==> config.mk <==
export PLATFORM = sky130hd
export DESIGN_NAME = axichacha_block_sequencer
export DESIGN_NICKNAME = d
export VERILOG_FILES = /design/src/rtl/axichacha_pkg.sv /design/src/rtl/axichacha_blk_counter.sv /design/src/rtl/axichacha_block_sequencer.sv
export SDC_FILE = /design/constraint.sdc
export NUM_CORES = 1
export LEC_CHECK = 0
export CORE_AREA = 2 2 306 308
export CTS_CLUSTER_SIZE = 28
export DETAILED_ROUTE_END_ITERATION = 16
export DIE_AREA = 0 0 308 310
export PLACE_DENSITY = 0.49
export SLEW_MARGIN = 30
export SYNTH_ARGS = -nofsm -noshare
export SYNTH_HDL_FRONTEND = slang
export SYNTH_SLANG_ARGS = --single-unit
==> constraint.sdc <==
create_clock -name aclk -period 38.7 [get_ports aclk]
set_input_delay 7.74 -clock aclk [delete_from_list [all_inputs] [get_ports aclk]]
set_output_delay 7.74 -clock aclk [all_outputs]
set_load 0.005 [all_outputs]
==> src/rtl/axichacha_pkg.sv <==
// Shared definitions for the AXI-stream ChaCha DMA: CONTROL bit positions,
// key/nonce geometry and the block sequencer state encoding.
package axichacha_pkg;

    localparam int unsigned CONTROL_RESETN     = 0;
    localparam int unsigned CONTROL_DATA_VALID = 1;

    localparam int unsigned KEY_WORDS  = 8;
    localparam int unsigned IV_WORDS   = 3;
    localparam int unsigned BLOCK_BITS = 512;

    localparam int unsigned KEY_W = KEY_WORDS * 32;
    localparam int unsigned IV_W  = IV_WORDS * 32;
    localparam int unsigned CTR_W = 32;

    typedef logic [2:0] seq_state_t;

    localparam seq_state_t StIdle   = 3'd0;
    localparam seq_state_t StWaitIn = 3'd1;
    localparam seq_state_t StStart  = 3'd2;
    localparam seq_state_t StBusy   = 3'd3;
    localparam seq_state_t StWrite  = 3'd4;
    localparam seq_state_t StValid  = 3'd5;

    // Slot index width; a single-block buffer still gets a 1-bit index.
    function automatic int unsigned blk_width(input int unsigned n);
        return (n > 1) ? $clog2(n) : 1;
    endfunction

endpackage

==> src/rtl/axichacha_blk_counter.sv <==
// 32-bit ChaCha block counter: loadable, free-running increment, sticky wrap flag.
module axichacha_blk_counter
    import axichacha_pkg::*;
(
    input  logic             clk,
    input  logic             rst,
    input  logic             load,
    input  logic [CTR_W-1:0] load_val,
    input  logic             inc,
    output logic [CTR_W-1:0] count,
    output logic             wrapped
);

    logic [CTR_W-1:0] count_q;
    logic             wrapped_q;

    // Load wins over increment; the wrap flag survives until the next load.
    always_ff @(posedge clk or posedge rst) begin
        if (rst) begin
            count_q   <= '0;
            wrapped_q <= 1'b0;
        end else if (load) begin
            count_q   <= load_val;
            wrapped_q <= 1'b0;
        end else if (inc) begin
            count_q <= count_q + 1'b1;
            if (count_q == '1) begin
                wrapped_q <= 1'b1;
            end
        end
    end

    assign count   = count_q;
    assign wrapped = wrapped_q;

endmodule

==> src/rtl/axichacha_block_sequencer.sv <==
// Control FSM feeding the ChaCha20 core one 512-bit block at a time and
// handing finished payloads to the output stream.
module axichacha_block_sequencer
    import axichacha_pkg::*;
#(
    parameter int unsigned NUMBER_OF_BLOCKS = 16,
    parameter int unsigned BLK_W            = blk_width(NUMBER_OF_BLOCKS)
) (
    input  logic             aclk,
    input  logic             areset,
    input  logic             ctrl_resetn,
    input  logic [KEY_W-1:0] key,
    input  logic [IV_W-1:0]  iv,
    input  logic [CTR_W-1:0] ctr_init,
    input  logic             in_full,
    output logic             in_consume,
    output logic             core_start,
    output logic [KEY_W-1:0] core_key,
    output logic [IV_W-1:0]  core_nonce,
    output logic [CTR_W-1:0] core_ctr,
    output logic [BLK_W-1:0] blk_sel,
    input  logic             core_done,
    output logic             out_wr,
    input  logic             out_drained,
    output logic             data_valid,
    output logic             busy,
    output logic             ctr_wrapped
);

    localparam logic [BLK_W-1:0] LastBlk = BLK_W'(NUMBER_OF_BLOCKS - 1);

    seq_state_t       state_q, state_d;
    logic [BLK_W-1:0] blk_sel_q, blk_sel_d;
    logic [KEY_W-1:0] key_q;
    logic [IV_W-1:0]  nonce_q;
    logic             core_start_q, out_wr_q, in_consume_q, data_valid_q, busy_q;
    logic             load, inc, last_d;

    // Next state and buffer slot; a soft reset overrides everything.
    always_comb begin
        state_d   = state_q;
        blk_sel_d = blk_sel_q;
        if (!ctrl_resetn) begin
            state_d   = StIdle;
            blk_sel_d = '0;
        end else begin
            case (state_q)
                StIdle:   state_d = StWaitIn;
                StWaitIn: begin
                    if (in_full) begin
                        state_d   = StStart;
                        blk_sel_d = '0;
                    end
                end
                StStart:  state_d = StBusy;
                StBusy:   if (core_done) state_d = StWrite;
                StWrite: begin
                    if (blk_sel_q == LastBlk) begin
                        state_d = StValid;
                    end else begin
                        state_d   = StStart;
                        blk_sel_d = blk_sel_q + 1'b1;
                    end
                end
                StValid:  if (out_drained) state_d = StWaitIn;
                default:  state_d = StIdle;
            endcase
        end
    end

    assign load   = (state_q == StIdle) && ctrl_resetn;
    assign inc    = (state_q == StWrite) && ctrl_resetn;
    assign last_d = (state_d == StWrite) && (blk_sel_d == LastBlk);

    // State plus outputs registered from the next state so they align with it.
    always_ff @(posedge aclk or posedge areset) begin
        if (areset) begin
            state_q      <= StIdle;
            blk_sel_q    <= '0;
            key_q        <= '0;
            nonce_q      <= '0;
            core_start_q <= 1'b0;
            out_wr_q     <= 1'b0;
            in_consume_q <= 1'b0;
            data_valid_q <= 1'b0;
            busy_q       <= 1'b0;
        end else begin
            state_q      <= state_d;
            blk_sel_q    <= blk_sel_d;
            core_start_q <= (state_d == StStart);
            out_wr_q     <= (state_d == StWrite);
            in_consume_q <= last_d;
            // Payload is flagged valid from the final capture onwards.
            data_valid_q <= (state_d == StValid) || last_d;
            busy_q       <= (state_d == StStart) || (state_d == StBusy) ||
                            (state_d == StWrite);
            if (load) begin
                key_q   <= key;
                nonce_q <= iv;
            end
        end
    end

    axichacha_blk_counter u_blk_counter (
        .clk      (aclk),
        .rst      (areset),
        .load     (load),
        .load_val (ctr_init),
        .inc      (inc),
        .count    (core_ctr),
        .wrapped  (ctr_wrapped)
    );

    assign blk_sel    = blk_sel_q;
    assign core_key   = key_q;
    assign core_nonce = nonce_q;
    assign core_start = core_start_q;
    assign out_wr     = out_wr_q;
    assign in_consume = in_consume_q;
    assign data_valid = data_valid_q;
    assign busy       = busy_q;

endmodule
### Yosys cells after proc, flatten, opt, wreduce, memory -nomap -nowiden

Cells that the tools add are included.
W data, S select, Z words.

| storage, ports and cells | value |
|---|---|
| register bits | 397 |
| input bits | 390 |
| logic and storage cells | 50 |

| cells by class | value |
|---|---|
| add/sub/neg operators | 2 |
| eq/ne operators | 12 |
| mux-type cells | 15 |
| reductions and logical operators | 10 |

Operator list:

| cell | count |
|---|---|
| $mux W32 | 2 |
| $add A32 B1 Y32 const B | 1 |
| $eq A32 B32 Y1 const B | 1 |
| $pmux W3 S6 | 1 |
| $mux W3 | 5 |
| $eq A3 B2 Y1 const B | 4 |
| $eq A3 B3 Y1 const B | 4 |
| $mux W4 | 3 |
| $eq A4 B4 Y1 const B | 2 |
| $pmux W4 S2 | 1 |
| $add A4 B1 Y4 const B | 1 |
| $reduce_bool A2 Y1 | 2 |
| $eq A3 B1 Y1 const B | 1 |
| $logic_and A1 B1 Y1 | 3 |
| $logic_not A3 Y1 | 1 |
| $logic_or A1 B1 Y1 | 3 |
| $mux W1 | 3 |
| $reduce_and A2 Y1 | 1 |

### Longest topological paths before layout

Gate-level depths: netlist of run 1.

| logic depth | value |
|---|---|
| word-level depth | 7 |
| gate-level depth with buffers | 8 |
| depth with buffers taken out | 8 |

### Hierarchy

A second synthesis of run 1 with hierarchy kept.

| second synthesis, totals | value |
|---|---|
| cells, all modules | 1028 |
| area total of the unflattened synthesis | 15771.4 µm² |

Modules (own cells, without submodules):

| module | instances | cells each | area each (µm²) | seq. area each (µm²) |
|---|---|---|---|---|
| axichacha_block_sequencer | 1 | 811 | 13840.8 | 9108.7 |
| axichacha_blk_counter | 1 | 217 | 1930.6 | 825.8 |

### Least setup slack after synthesis of run 1

OpenSTA, ideal clock, no wires.

| path | value |
|---|---|
| path type | input to register |
| from | in ctrl_resetn |
| to | reg u_blk_counter.count_q[10], in the netlist u_blk_counter.count[10] |
| data arrival time | 8849 ps |
| slack | 29714 ps |
| stages | 5 |
| buffers on the path | 3 |
| cell sequence | buf_2 nor3b_4 clkbuf_1 buf_1 a21oi_1 |

| on the way | value |
|---|---|
| cells in the longest elaborated chain, start to end | 2 |
| elaborated cells on any way between the ends | 4 |
| those cells by class | 1 x mux; 3 x reduce/logical |

RTL lines:

| item | RTL line | RTL |
|---|---|---|
| start: declaration | axichacha_block_sequencer.sv:11 | `input logic ctrl_resetn,` |
| $logic_and A1 B1 Y1, on equally long branches | axichacha_block_sequencer.sv:71, axichacha_block_sequencer.sv:72 |  |
| $mux W32 / $reduce_bool A2 Y1 (equally long branches) | - |  |
| end signal: assignment | axichacha_blk_counter.sv:23 | `count_q <= load_val;` |
| end signal: assignment | axichacha_blk_counter.sv:26 | `count_q <= count_q + 1'b1;` |
| end: declaration | axichacha_blk_counter.sv:14 | `logic [CTR_W-1:0] count_q;` |

Parallel ways exist; a longest one is shown, timed or not.
A chain may end at the register's enable or synchronous reset.

### Worst setup path after layout of run 1

| path | value |
|---|---|
| from | in ctrl_resetn |
| to | reg key_q[138], in the netlist core_key[138] |

| on the way | value |
|---|---|
| cells in the longest elaborated chain, start to end | 1 |

RTL lines:

| item | RTL line | RTL |
|---|---|---|
| $logic_and A1 B1 Y1 | axichacha_block_sequencer.sv:71 | `assign load = (state_q == StIdle) && ctrl_resetn;` |
| end signal: assignment | axichacha_block_sequencer.sv:98 | `key_q <= key;` |
| end: declaration | axichacha_block_sequencer.sv:34 | `logic [KEY_W-1:0] key_q;` |

No other way between the ends.

==> results of run 1 <==
-- cells in the final DEF (no fill, tap or decap), types with 5 or more instances in the layout --
master,netlist,routed
nand2_1,1093,1092
clkdlybuf4s50_1,0,783
dfrtp_1,397,396
clkbuf_16,0,51
a21oi_1,35,35
nor2_1,23,22
nand3_1,17,17
o22ai_1,14,14
clkbuf_8,1,13
clkbuf_1,17,13
o21ai_0,12,12
buf_4,2,12
inv_1,11,10
a2bb2oi_1,10,10
nor3_1,7,7
mux2i_1,6,6
a31oi_1,6,6
and3_1,6,6
nand4_1,6,6
nand2b_1,5,5
clkinv_2,0,5
buf_6,3,5
-- logic make-up (layout without fill, tap and decap cells) --
kind of cell	Yosys count	after routing	synth area share, %
other	0	3	0
multiplexers	6	6	0.376
buffers and inverters	110	901	3.39
AO/OA/AOI/OAI	100	100	4.10
AND/OR/NAND/NOR	1193	1193	29.9
flip-flops	397	397	62.1
adder cells (fa/ha/maj)	2	2	0.156
-- how the worst min path moves through the flow --
| stage | slack [ps] | start | to | depth (start not counted) |
|---|---|---|---|---|
| 2_1_floorplan | 470 | core_key[17]$_DFFE_PP0P_ | core_key[17]$_DFFE_PP0P_ | 2 |
| 3_3_place_gp | 460 | core_nonce[81]$_DFFE_PP0P_ | core_nonce[81]$_DFFE_PP0P_ | 2 |
| 3_5_place_dp | 460 | core_key[116]$_DFFE_PP0P_ | core_key[116]$_DFFE_PP0P_ | 2 |
| 4_1_cts | 480 | core_key[146]$_DFFE_PP0P_ | core_key[146]$_DFFE_PP0P_ | 2 |
| 5_1_grt | 480 | core_key[152]$_DFFE_PP0P_ | core_key[152]$_DFFE_PP0P_ | 2 |
| 6_report | 470 | core_key[26]$_DFFE_PP0P_ | core_key[26]$_DFFE_PP0P_ | 2 |
-- registers in the layout, summed over array words and instances (netlist names) --
name / count
core_key: 256
u_blk_counter.wrapped: 1
busy: 1
in_consume: 1
state_q: 3
core_start: 1
u_blk_counter.count: 32
core_nonce: 96
data_valid: 1
out_wr: 1
blk_sel: 4
-- report_power, final --
group          switching (mW)  internal (mW)
Combinational           0.153          0.213
Sequential             0.0534          0.497
Clock                   0.188          0.285
Total                   0.394          0.995
-- critical path, stage by stage --
cell	delay, ps
clkdlybuf4s50_1	630
nand2_2	410
nor2_4	200
buf_4	520
buf_4	660
buf_4	710
nand2_1	140
nand2_1	90
-- per-layer routing --
layer	vias up	wire [µm]	global-route usage, %
li1	7173	-	-
met1	6970	27200	15.8
met2	506	30800	21.2
met3	100	6300	5.39
met4	16	1440	3.56
met5	-	104	0
-- layout make-up --
| type | count | share of cell area, % |
|---|---|---|
| diodes | 3 | 0.0281 |
| clock buffers | 77 | 5.64 |
| clock inverters | 11 | 0.525 |
| inverters | 12 | 0.197 |
| multi-input cells | 1301 | 20.7 |
| flip-flops and latches | 397 | 37.3 |
| well taps | 1197 | 5.62 |
| repair buffers | 801 | 30.0 |
==> summary.md, run 1 <==
| Metric | Value |
|---|---|
| Slew Limit Headroom | 39.7% |
| EDFF count, synth | 0 |
| Synth area leader | dfrtp_1 |
| DP Cell Count | 3707 |
| Final hold viol count | 0 |
| Non-filler instance count after layout | between 3k and 4k |
| Setup TNS Final | 0 ps |
| Post-Synthesis Cell Area | 16000 µm² |
| CTS buffer count | 49 |
| Critical path launch point type | input port |
| Starting Density | 17.3% |
| Max Slew Vio Count | 0 |
| Post-synth ARST share | 100% |
| Clock Path Buffers | 3 |
| IO buf count | between 700 and 800 |
| Layout Utilization | 28.8% |
| Setup WS pre-CTS | 27270 ps |
| Worst hold margin | 469 ps |
| Area grow syn2layout | 66.8% |
| Critical Path End Type | register |
| Area after DPL | 25000 µm² |
| Hold Path Class | register to register |
| Critical R2R Launch | state_q[2]$_DFF_PP0_ |
| Syn Nets | 2200 |
| Clock transition at path regs | 60 ps |
| Postcts setup bufs | 0 |
| Post-route cell area | 26700 µm² |
| Htree depth | 2 |
| Library cells used by synthesis | 63 |
| Routed vias | 14.8k |
| Post-Syn Area per Cell | 8.84 µm² |
| Synth cell count leaders | 1093 x nand2_1, 397 x dfrtp_1, 70 x buf_2 |
| Number of global-route vias before repair | between 10k and 15k |
| Syn Inst Count | ~1.8k |
| Chip width | 308 µm |
| CP endpoint | core_key[138]$_DFFE_PP0P_ |
| Pwr Density | about 52 nW/µm² |
| Wire length of the first global-routing pass | 95000 µm |
| Fill count | 9852 |
| Antenna violations before repair | 13 |
| Synthesized flop and latch total | 397 |
| Final worst slack | 27930 ps |
| Crit Reg-Reg Endpoint | core_key[82]$_DFFE_PP0P_ |
| Top area cells in the synthesized netlist | dfrtp_1 62%, nand2_1 26%, buf_2 2.2% |
| Post-synthesis sequential area ratio | roughly 62% |
| Final Skew | 11.5 ps |
| Leak | 12.4 nW |
| Outcome | finished clean |
| DR WL/cell | 17.3 µm |
| Total power | 1.39 mW |
| Req. time, crit path | 39220 ps |
| Routability congestion estimate | 0.765 |
| Iter 0 DRT Violations | slightly below 900 |
| Worst reg2reg path depth | 8 |
| Slew @ Worst Pin | 904 ps |
| Crit path launch | ctrl_resetn |
| Final setup fails | 0 |
| Largest net degree at the start of global routing | 102 |
| Top fanout value on the critical path | 73 |
| VDD IR max | 30.3 µV |
| Area occupied by multi-input gates | 5530 µm² |
| Aggregate global-route resource usage | a little over an eighth |
| Unrepaired setup endpoints after global routing | false |
| Ports | around 780 |
| Flip-flop and latch area | roughly 9900 µm² |
| Setup CP Type | input port to register |
| Period utilization | between 20% and 30% |
| Maxcap violations | 0 |
| Avg Vias per Cell | 3.89 |
| Dpl hpwl | roughly 48000 µm |
| Antenna viol nets, final | 0 |
| Die Area | around 95000 µm² |
| TritonRoute pass-1 iters | 5 |
| Area share of the largest cell type after synthesis | 62.1% |
| Core area | 92500 µm² |
| Standard-cell rows | 112 |
| Die height | 310 µm |
| Main synth FF type | dfrtp_1 |
| Minimum clock period | 10770 ps |
| Clk_lat worst skew | 590 ps |
| Critical Path AT | 11290 ps |
| Share of layout cells above drive strength 1 | between 4 and 5% |
| Achievable Freq | 92.9 MHz |
| CTS root buffer | clkbuf_16 |
| Post_cts resized | 0 |
| Count of yosys warnings during synthesis | 0 |
| CTS tree | built |
| Worst R2R Setup Slack | 34550 ps |
| Grt total ovfl | 0 |
| Residual DRC | 0 |
| Most numerous cell in the Yosys netlist | nand2_1 |
| Nets | 2954 |
| WL final | 65800 µm |
| # clock sinks | between 300 and 400 |
| Hold_buf cts | 0 |
(Power assumes the default switching activity.)
==> run 2: changes to the inputs <==
Clock period 38.7 ns to 10 ns, I/O delays scaled along.
==> summary.md, run 2 (synthesized netlist as in run 1, its figures left out) <==
| Metric | Value |
|---|---|
| Outcome | finished clean |
| Pint | 3.87 mW (+290%) |
| Residual DRC | 0 (unchanged) |
| Clock share of power | 34.5% (+0.4 points) |
| Routability congestion estimate | 0.781 (+2.1%) |
| Starting Density | 17.3% (unchanged) |
| Pwr Density | 203 nW/µm² (+290%) |
| Critical R2R Launch | state_q[1]$_DFF_PP0_ |
| CP peak stage delay | 820 ps (+110 ps) |
| Aggregate global-route resource usage | 12.8% (-0.22 points) |
| Clock Path Buffers | 3 (unchanged) |
| Critical Path AT | 5180 ps (-6110 ps) |
| Maxcap violations | 0 (unchanged) |
| Max Slew Vio Count | 0 (unchanged) |
| # clock sinks | 397 (unchanged) |
| Nets | 2948 (-0.20%) |
| Minimum clock period | 4650 ps |
| Dpl hpwl | 46400 µm (-2.6%) |
| Critical path launch point type | input port |
| Antenna viol nets, final | 0 (unchanged) |
| Hold Path Class | register to register |
| CTS tree | built |
| Worst reg2reg path depth | 7 (-1) |
| Hold Crit Depth | 2 (unchanged) |
| Sw frac | 28.4% (+0.064 points) |
| Comb power frac | 26.2% (about the same) |
| Achievable Freq | 215 MHz |
| Final setup fails | 0 (unchanged) |
| Final Skew | 18.4 ps (+6.94 ps) |
| CTS buffer count | 49 (unchanged) |
| TritonRoute pass-1 iters | 4 (-1) |
| Hold Startpoint | core_key[148]$_DFFE_PP0P_ |
| Setup CP Type | input port to register |
| Flop pwr share | 39.3% (-0.3 points) |
| Worst hold margin | 469 ps (-0.0700 ps) |
| Largest net degree at the start of global routing | 168 (+65%) |
| Slew @ Worst Pin | 1010 ps (+109 ps) |
| Chip width | 308 µm (unchanged) |
| Iter 0 DRT Violations | 762 (-13%) |
| Setup TNS Final | 0 ps (unchanged) |
| Worst R2R Setup Slack | 6760 ps (-27790 ps) |
| Clock transition at path regs | 60 ps (about the same) |
| Final hold viol count | 0 (unchanged) |
| Antenna violations before repair | 4 (-9) |
| CTS root buffer | clkbuf_16 |
| CP Cell Sequence | clkdlybuf4s50_1, nand2_2, nor2_4, buf_4, buf_4, nand2_1, nand2_1 |
| Slew Limit Headroom | 32.5% (-7.3 points) |
| Avg Vias per Cell | 3.84 (-1.1%) |
| Number of flip-flops in the largest register | 256 (unchanged) |
| Die height | 310 µm (unchanged) |
| Req. time, crit path | 10530 ps (-28690 ps) |
| Ports | 784 (unchanged) |
| Htree depth | 2 (unchanged) |
| DR WL/cell | 17.0 µm (-1.5%) |
| Largest delay contributor family on the critical path | buffers and inverters |
| Post_cts resized | 0 (unchanged) |
| Crit Reg-Reg Endpoint | core_key[109]$_DFFE_PP0P_ |
| IO buf count | 783 (unchanged) |
| Period utilization | between 40% and 50% |
| Die Area | 95500 µm² (unchanged) |
| Routed vias | 14.6k (-1.2%) |
| Clk_lat worst skew | 600 ps (about the same) |
| CP bufs+invs | 3 (-1) |
| Commonest non-fill, non-tap cell in the layout | nand2_1 |
| Postcts setup bufs | 0 (unchanged) |
| Unrepaired setup endpoints after global routing | false |
| Core area | 92500 µm² (unchanged) |
| Layout Utilization | 28.9% (about the same) |
| Standard-cell rows | 112 (unchanged) |
| Share of layout cells above drive strength 1 | 4.51% (-0.070 points) |
| Wire length of the first global-routing pass | 93600 µm (-1.5%) |
| Slowest-stage cell, CP | buf_4 |
| Leak | 12.4 nW (about the same) |
| WL final | 64600 µm (-1.7%) |
| Grt total ovfl | 0 (unchanged) |
| Crit path launch | ctrl_resetn |
| P_sw | 1.54 mW (+290%) |
| Critical Path End Type | register |
| Area grow syn2layout | 66.9% (about the same) |
| Commonest non-fill, non-tap cells in the layout | 1092 x nand2_1, 783 x clkdlybuf4s50_1, 396 x dfrtp_1 |
| Fill count | 9874 (+0.22%) |
| Top fanout value on the critical path | 81 (+11%) |
| Hold endpoint | core_key[148]$_DFFE_PP0P_ |
| Hold_buf cts | 0 (unchanged) |
| Number of global-route vias before repair | 14.4k (-1.6%) |
| VDD IR max | 123 µV (+300%) |
-- run 2: changes by cell type in the layout (fill, tap and decap cells not counted), sizes merged --
cell / previous run / this run
buf: 18 / 12
clkbuf: 77 / 71
clkinv: 7 / 10
clkinvlp: 1 / 4
bufinv: 3 / 5
diode: 3 / 2
-- run 2: how the worst max path moves through the flow --
stage                                      end  cells past startpoint
global placement     core_key[109]$_DFFE_PP0P_                      7
finish               core_key[109]$_DFFE_PP0P_                      7
detailed placement   core_key[109]$_DFFE_PP0P_                      7
floorplan                 blk_sel[0]$_DFF_PP0_                      1
CTS                  core_key[109]$_DFFE_PP0P_                      7
global route        core_nonce[66]$_DFFE_PP0P_                      7
-- run 2: worst register-to-register path: cells and delay by family, from the launching register on --
kind / cells / cell delay (ps)
buffers and inverters: 2 / 1570
and+or+nand+nor: 5 / 1110
DFF: 1 / 520
-- run 2: layer usage --
layer | share of wire, % | vias to the layer above | track usage, %
met5 | 0 | - | 0
met4 | 2.2 | 0 | 3.56
met2 | 48 | 493 | 21.1
met1 | 42 | 6882 | 15.9
met3 | 8.6 | 71 | 4.36
li1 | - | 7139 | -
-- run 2: metrics by stage --
stage | instance area [µm²] | power [mW] | setup slack [ps] | cells
3_5_place_dp | 25000 | 3.60 | 4730 | 3702
2_1_floorplan | 16000 | 2.58 | 2660 | 1808
6_report | 26700 | 5.41 | 5350 | 3794
4_1_cts | 26700 | 5.53 | 5390 | 3792
3_3_place_gp | 25000 | 3.60 | 4830 | 3702
5_1_grt | 26700 | 5.74 | 5080 | 3792
-- run 2: final cells by class --
type                            count  area (µm²)  share of cell area [%]
Sequential cell                   397        9940                    37.2
Timing Repair Buffer              795        8000                    30.0
Multi-Input combinational cell   1301        5530                    20.7
Tap cell                         1197        1500                    5.61
Clock buffer                       71        1440                    5.40
Clock inverter                     19         235                   0.881
Inverter                           12        48.8                   0.183
Antenna cell                        2        5.00                  0.0187
-- run 2: power by group through the flow --
stage               Combinational, mW  Sequential (mW)  Clock, mW
floorplan                       0.424             2.16          0
global placement                 1.45             2.15          0
detailed placement               1.45             2.15          0
CTS                              1.45             2.13       1.94
global route                     1.56             2.17       2.01
finish                           1.42             2.13       1.87
==> run 3: changes to the inputs <==
Clock period 10 ns to 4.5 ns, I/O delays scaled along.
==> summary.md, run 3 (synthesized netlist as in run 1, its figures left out) <==
| Metric | Value |
|---|---|
| Ports | 784 (unchanged) |
| Hold_buf cts | 0 (unchanged) |
| CP Cell Sequence | clkdlybuf4s50_1 |
| Worst hold margin | 470 ps (+1.66 ps) |
| Clk_lat worst skew | 580 ps (-20 ps) |
| Final worst slack | 1840 ps (-3510 ps) |
| Leak | 12.5 nW (+1.2%) |
| Detail Route met3 WL | 5630 µm (+1.6%) |
| Slew @ Worst Pin | 742 ps (-270 ps) |
| Area grow syn2layout | 68.8% |
| Setup CP Type | register to primary output |
| CTS tree | built |
| Pwr Density | 447 nW/µm² (+120%) |
| Metal-1 WL | 26600 µm (-1.5%) |
| Aggregate global-route resource usage | 13.0% (+0.19 points) |
| Avg Vias per Cell | 3.85 (+0.14%) |
| Minimum clock period | 2660 ps |
| Routability congestion estimate | 0.784 (+0.44%) |
| Antenna violations before repair | 6 (+2) |
| Share of layout cells above drive strength 1 | 5.50% (+0.99 points) |
| Hold Crit Depth | 2 (unchanged) |
| Final setup fails | 0 (unchanged) |
| Critical Path AT | 1760 ps (-3420 ps) |
| VDD IR max | 262 µV (+110%) |
| Post_cts resized | 0 (unchanged) |
| Critical Path End Type | primary output |
| Dpl hpwl | 48300 µm (+4.2%) |
| WL final | 65200 µm (+0.80%) |
| Htree depth | 2 (unchanged) |
| Routed vias | 14.7k (+0.88%) |
| Area after DPL | 25300 µm² (+1.1%) |
| Postcts setup bufs | 0 (unchanged) |
| Post-route cell area | 27000 µm² (+1.1%) |
| Grt total ovfl | 0 (unchanged) |
| Final Skew | 17.3 ps (-1.06 ps) |
| Chip width | 308 µm (unchanged) |
| Met2 routed WL | 31100 µm (+1.1%) |
| Req. time, crit path | 3600 ps (-6930 ps) |
| DP Cell Count | 3727 (+0.68%) |
| DR top layer | met5 |
| Non-filler instance count after layout | 3822 (+0.74%) |
| CP bufs+invs | 1 (-2) |
| Top fanout value on the critical path | 5 (-94%) |
| Number of global-route vias before repair | 14.8k (+2.3%) |
| CTS root buffer | clkbuf_16 |
| Residual DRC | 0 (unchanged) |
| WP depth | 1 (-6) |
| Setup WS pre-CTS | 1380 ps (-3360 ps) |
| Maxcap violations | 0 (unchanged) |
| Die Area | 95500 µm² (unchanged) |
| Commonest non-fill, non-tap cell in the layout | nand2_1 |
| # clock sinks | 397 (unchanged) |
| CP peak stage delay | 780 ps (-40 ps) |
| Achievable Freq | ~380 MHz |
| Period utilization | 59.0% |
| Commonest non-fill, non-tap cells in the layout | 1092 x nand2_1, 783 x clkdlybuf4s50_1, 396 x dfrtp_1 |
| Number of flip-flops in the largest register | 256 (unchanged) |
| DR WL/cell | 17.0 µm (about the same) |
| Die height | 310 µm (unchanged) |
| Iter 0 DRT Violations | 872 (+14%) |
| Clock transition at path regs | 60 ps (about the same) |
| Worst reg2reg path depth | 5 (-2) |
| Wire length of the first global-routing pass | 95600 µm (+2.1%) |
| Standard-cell rows | 112 (unchanged) |
| Starting Density | 17.3% (unchanged) |
| Clock Path Buffers | 3 (unchanged) |
| IO buf count | 783 (unchanged) |
| TritonRoute pass-1 iters | 5 (+1) |
| Core area | 92500 µm² (unchanged) |
| Max Slew Vio Count | 0 (unchanged) |
| Fill count | 9774 (-1.0%) |
| Largest delay contributor family on the critical path | buffers and inverters |
| Largest net degree at the start of global routing | 101 (-40%) |
| Outcome | finished clean |
| Setup TNS Final | 0 ps (unchanged) |
| Unrepaired setup endpoints after global routing | false |
| Hold Path Class | register to register |
| Nets | 2973 (+0.85%) |
| Antenna viol nets, final | 0 (unchanged) |
| Final hold viol count | 0 (unchanged) |
| Critical path launch point type | register |
| Slowest-stage cell, CP | clkdlybuf4s50_1 |
| CTS buffer count | 49 (unchanged) |
| Slew Limit Headroom | 50.5% (+18 points) |
[run 3: changes by cell type in the layout (fill, tap and decap cells not counted), sizes merged]
cell	previous run	this run
clkinvlp	4	6
clkinv	10	8
inv	12	11
clkbuf	71	73
bufinv	5	4
buf	12	37
diode	2	5
[run 3: area by class of cell]
cell class,count,area [µm²],area share (%)
clock inverter,17,201,0.746
multi-input combinational,1301,5530,20.5
tap,1197,1500,5.55
clock buffer,73,1490,5.52
inverter,12,48.8,0.181
timing repair buffer,820,8280,30.7
antenna,5,12.5,0.0464
sequential,397,9940,36.8
[run 3: final timing paths]
path                                                      from                          to  slack [ps]
max reg2reg                               state_q[2]$_DFF_PP0_    core_key[48]$_DFFE_PP0P_        2090
min in group asynchronous                               areset  core_nonce[75]$_DFFE_PP0P_         780
min                                  core_key[127]$_DFFE_PP0P_   core_key[127]$_DFFE_PP0P_         470
max in group asynchronous                               areset        state_q[2]$_DFF_PP0_        2630
max                        u_blk_counter.count[30]$_DFFE_PP0P_                core_ctr[30]        1840
min reg2reg                          core_key[127]$_DFFE_PP0P_   core_key[127]$_DFFE_PP0P_         470
[run 3: power breakdown]
part | internal [mW] | switching [mW]
logic | 1.86 | 1.33
registers | 4.28 | 0.459
clock network | 2.51 | 1.63
[run 3: stage by stage]
step / power (mW) / util, %
after global routing: 12.8 / 29.2
after detailed placement: 8.05 / 27.3
final: 12.1 / 29.2
after floorplan: 5.74 / -
after CTS: 12.3 / 29.2
after global placement: 8.04 / 27.3
[run 3: metal layers]
layer / global-route usage [%] / vias up
met2: 21.4 / 516
met5: 0 / -
met3: 4.34 / 90
met4: 4.21 / 4
li1: - / 7205
met1: 15.9 / 6898
==> patch, RTL diff (config.mk and constraints of run 2) <==
Make the reset (`areset` and `rst`) synchronous in 2 clocked blocks.
--- a/src/rtl/axichacha_blk_counter.sv
+++ b/src/rtl/axichacha_blk_counter.sv
@@ -17,3 +17,3 @@
     // Load wins over increment; the wrap flag survives until the next load.
-    always_ff @(posedge clk or posedge rst) begin
+    always_ff @(posedge clk) begin
         if (rst) begin
--- a/src/rtl/axichacha_block_sequencer.sv
+++ b/src/rtl/axichacha_block_sequencer.sv
@@ -75,3 +75,3 @@
     // State plus outputs registered from the next state so they align with it.
-    always_ff @(posedge aclk or posedge areset) begin
+    always_ff @(posedge aclk) begin
         if (areset) begin
Formal check against the unedited RTL: not equivalent (a bounded check fails within 4 cycles, from zero or initial values and one cycle with areset high; the reset may be asserted at any time).
==> patch against run 2 <==
  * Final area decreased by 5.5%
  * Hold slack got worse by 0.019 ns
  * Wire length decreased by 0.58%
  * Count of clock-buffer cells in the layout increased by 6
  * Global-route usage decreased by 0.27 points
  * Worst setup slack improved by 0.20 ns
  * Via count increased by 4.2%
  * Sequential cell count unchanged
  * Synthesized area decreased by 8.8%
Power is not compared: it rests on default switching activity, and its combinational part moved more than twofold at a synthesized area within 25%.
==> patch: results (changes against run 2) <==
<table>
<tr><th>Metric</th><th>Value</th></tr>
<tr><th colspan="2">Detailed routing</th></tr>
<tr><td>Initial DRC count</td><td>966 (was 762)</td></tr>
<tr><td>Number of iterations in the first detailed-routing pass</td><td>7 (was 4)</td></tr>
<tr><td>WL final</td><td>64300 um (was 64600 um)</td></tr>
<tr><td>Via total after detailed routing</td><td>15200 (was 14600)</td></tr>
<tr><th colspan="2">Cells and area</th></tr>
<tr><td>Proportion of layout cells with a drive suffix above 1</td><td>0.0386 (was 0.0451)</td></tr>
<tr><td>Layout net count</td><td>2966 (was 2948)</td></tr>
<tr><td>Fill cell total of the finished layout</td><td>10100 (was 9874)</td></tr>
<tr><th colspan="2">Yosys</th></tr>
<tr><td>Share of the yosys chip area belonging to registers</td><td>0.545 (was 0.621)</td></tr>
<tr><td>Syn nets</td><td>2261 (was 2200)</td></tr>
<tr><td>Commonest cells in the synthesized netlist</td><td>nand2_1, dfxtp_1, a21oi_1, clkbuf_1, buf_2 (was nand2_1, dfrtp_1, buf_2, a21oi_1, nor2_1)</td></tr>
<tr><td>Most frequently used flop master after synthesis</td><td>dfxtp_1 (was dfrtp_1)</td></tr>
<tr><td>Cell variety after synth</td><td>59 (was 63)</td></tr>
<tr><td>Fraction of synthesis flops using an asynchronous set or reset pin</td><td>0 (was 1.00)</td></tr>
<tr><td>Area contributors post-synth</td><td>dfxtp_1, nand2_1, a21oi_1, clkbuf_1, buf_2 (was dfrtp_1, nand2_1, buf_2, a21oi_1, a2bb2oi_1)</td></tr>
<tr><th colspan="2">Status</th></tr>
<tr><td>Status</td><td>completed (unchanged)</td></tr>
<tr><th colspan="2">Critical path</th></tr>
<tr><td>Critical path data arrival time</td><td>4.96 ns (was 5.18 ns)</td></tr>
<tr><td>Worst reg2reg startpoint</td><td>state_q[2] (was state_q[1])</td></tr>
<tr><td>Slowest cell on the critical path</td><td>clkdlybuf4s50_1 (was buf_4)</td></tr>
<tr><td>Peak per-stage delay on the critical path</td><td>0.58 ns (was 0.82 ns)</td></tr>
<tr><td>Peak fanout along the critical path</td><td>165 (was 81)</td></tr>
<tr><th colspan="2">Place</th></tr>
<tr><td>Detailed-placement wirelength estimate</td><td>45900 um (was 46400 um)</td></tr>
<tr><td>Post-place instance area</td><td>23500 sq um (was 25000 sq um)</td></tr>
<tr><td>Routability Congestion</td><td>0.744 (was 0.781)</td></tr>
<tr><th colspan="2">GRT</th></tr>
<tr><td>Wire length of the first global-routing pass</td><td>92400 um (was 93600 um)</td></tr>
<tr><td>Overall global routing resource usage</td><td>0.125 (was 0.128)</td></tr>
<tr><td>Largest net degree at the start of global routing</td><td>166 (was 168)</td></tr>
<tr><th colspan="2">Worst hold path</th></tr>
<tr><td>HP Start</td><td>core_nonce[37] (was core_key[148])</td></tr>
<tr><th colspan="2">STA</th></tr>
<tr><td>Final setup skew</td><td>0.00938 ns (was 0.0184 ns)</td></tr>
</table>
[patch: cell count changes after synthesis, moves of 10 or more]
cell      change
a21oi_1     +339
buf_2        -28
clkbuf_1     +82
dfrtp_1     -397
dfxtp_1     +397
nand2_1     -363
nor2_1       +10
nor3_1       +17
o22ai_1      -12
[patch: final cells by class]
| type | count | area (sq um) | share of cell area |
|---|---|---|---|
| Clock inverter | 15 | 244 | 0.00967 |
| Clock buffer | 77 | 1470 | 0.0584 |
| Antenna cell | 2 | 5.00 | 0.000198 |
| Sequential cell | 397 | 7950 | 0.315 |
| Timing Repair Buffer | 797 | 8010 | 0.317 |
| Multi-Input combinational cell | 1326 | 6060 | 0.240 |
| Tap cell | 1197 | 1500 | 0.0593 |
| Inverter | 3 | 11.3 | 0.000446 |
[patch: worst paths after layout]
path,to,slack (ns),depth (start not counted)
max,core_key[117],5.56,8
min reg2reg,core_nonce[37],0.45,2
max reg2reg,core_key[250],6.93,6
min,core_nonce[37],0.45,2
[patch: metrics by stage]
step,hold WS [ns],cells,util,setup WS [ns],power [mW]
3_5_place_dp,0.446,3720,0.254,5.00,2.41
6_report,0.450,3814,0.273,5.56,4.27
4_1_cts,0.453,3812,0.273,5.68,4.37
2_1_floorplan,0.453,1869,-,6.84,1.97
3_3_place_gp,0.441,3719,0.254,5.04,2.40
5_1_grt,0.466,3813,0.273,5.41,4.48
[patch: layer usage]
metal,track usage,routed length [um],vias to the layer above
met3,0.0496,6410,86
met4,0.0414,1600,4
li1,-,-,7615
met5,0,27,-
met1,0.145,25600,6937
met2,0.210,30700,557
[patch: worst register-to-register path: cells and delay by family (launching register included)]
family                 cells  cell delay, ns
buffers and inverters      3            1.65
and+or+nand+nor            2            0.89
DFF                        1            0.30
AOI/OAI and AO/OA          1            0.17
[patch: report_power, final]
part           internal [mW]  switching [mW]  leakage, nW
combinational          0.357           0.269         4.89
clock                   1.17           0.741        0.835
sequential              1.68          0.0584         3.26
total                   3.20            1.07         8.98
[patch: cells by family (layout without fill, tap and decap cells)]
group	count (synthesis)	count (layout)	share of synthesized area
AO/OA/AOI/OAI	439	439	0.161
XOR/XNOR	1	1	0.000601
AND/OR/NAND/NOR	882	882	0.249
adder cells (fa/ha/maj)	2	2	0.00172
other	0	2	0
multiplexers	2	2	0.00137
buffers and inverters	146	892	0.0412
flip-flops	397	397	0.545
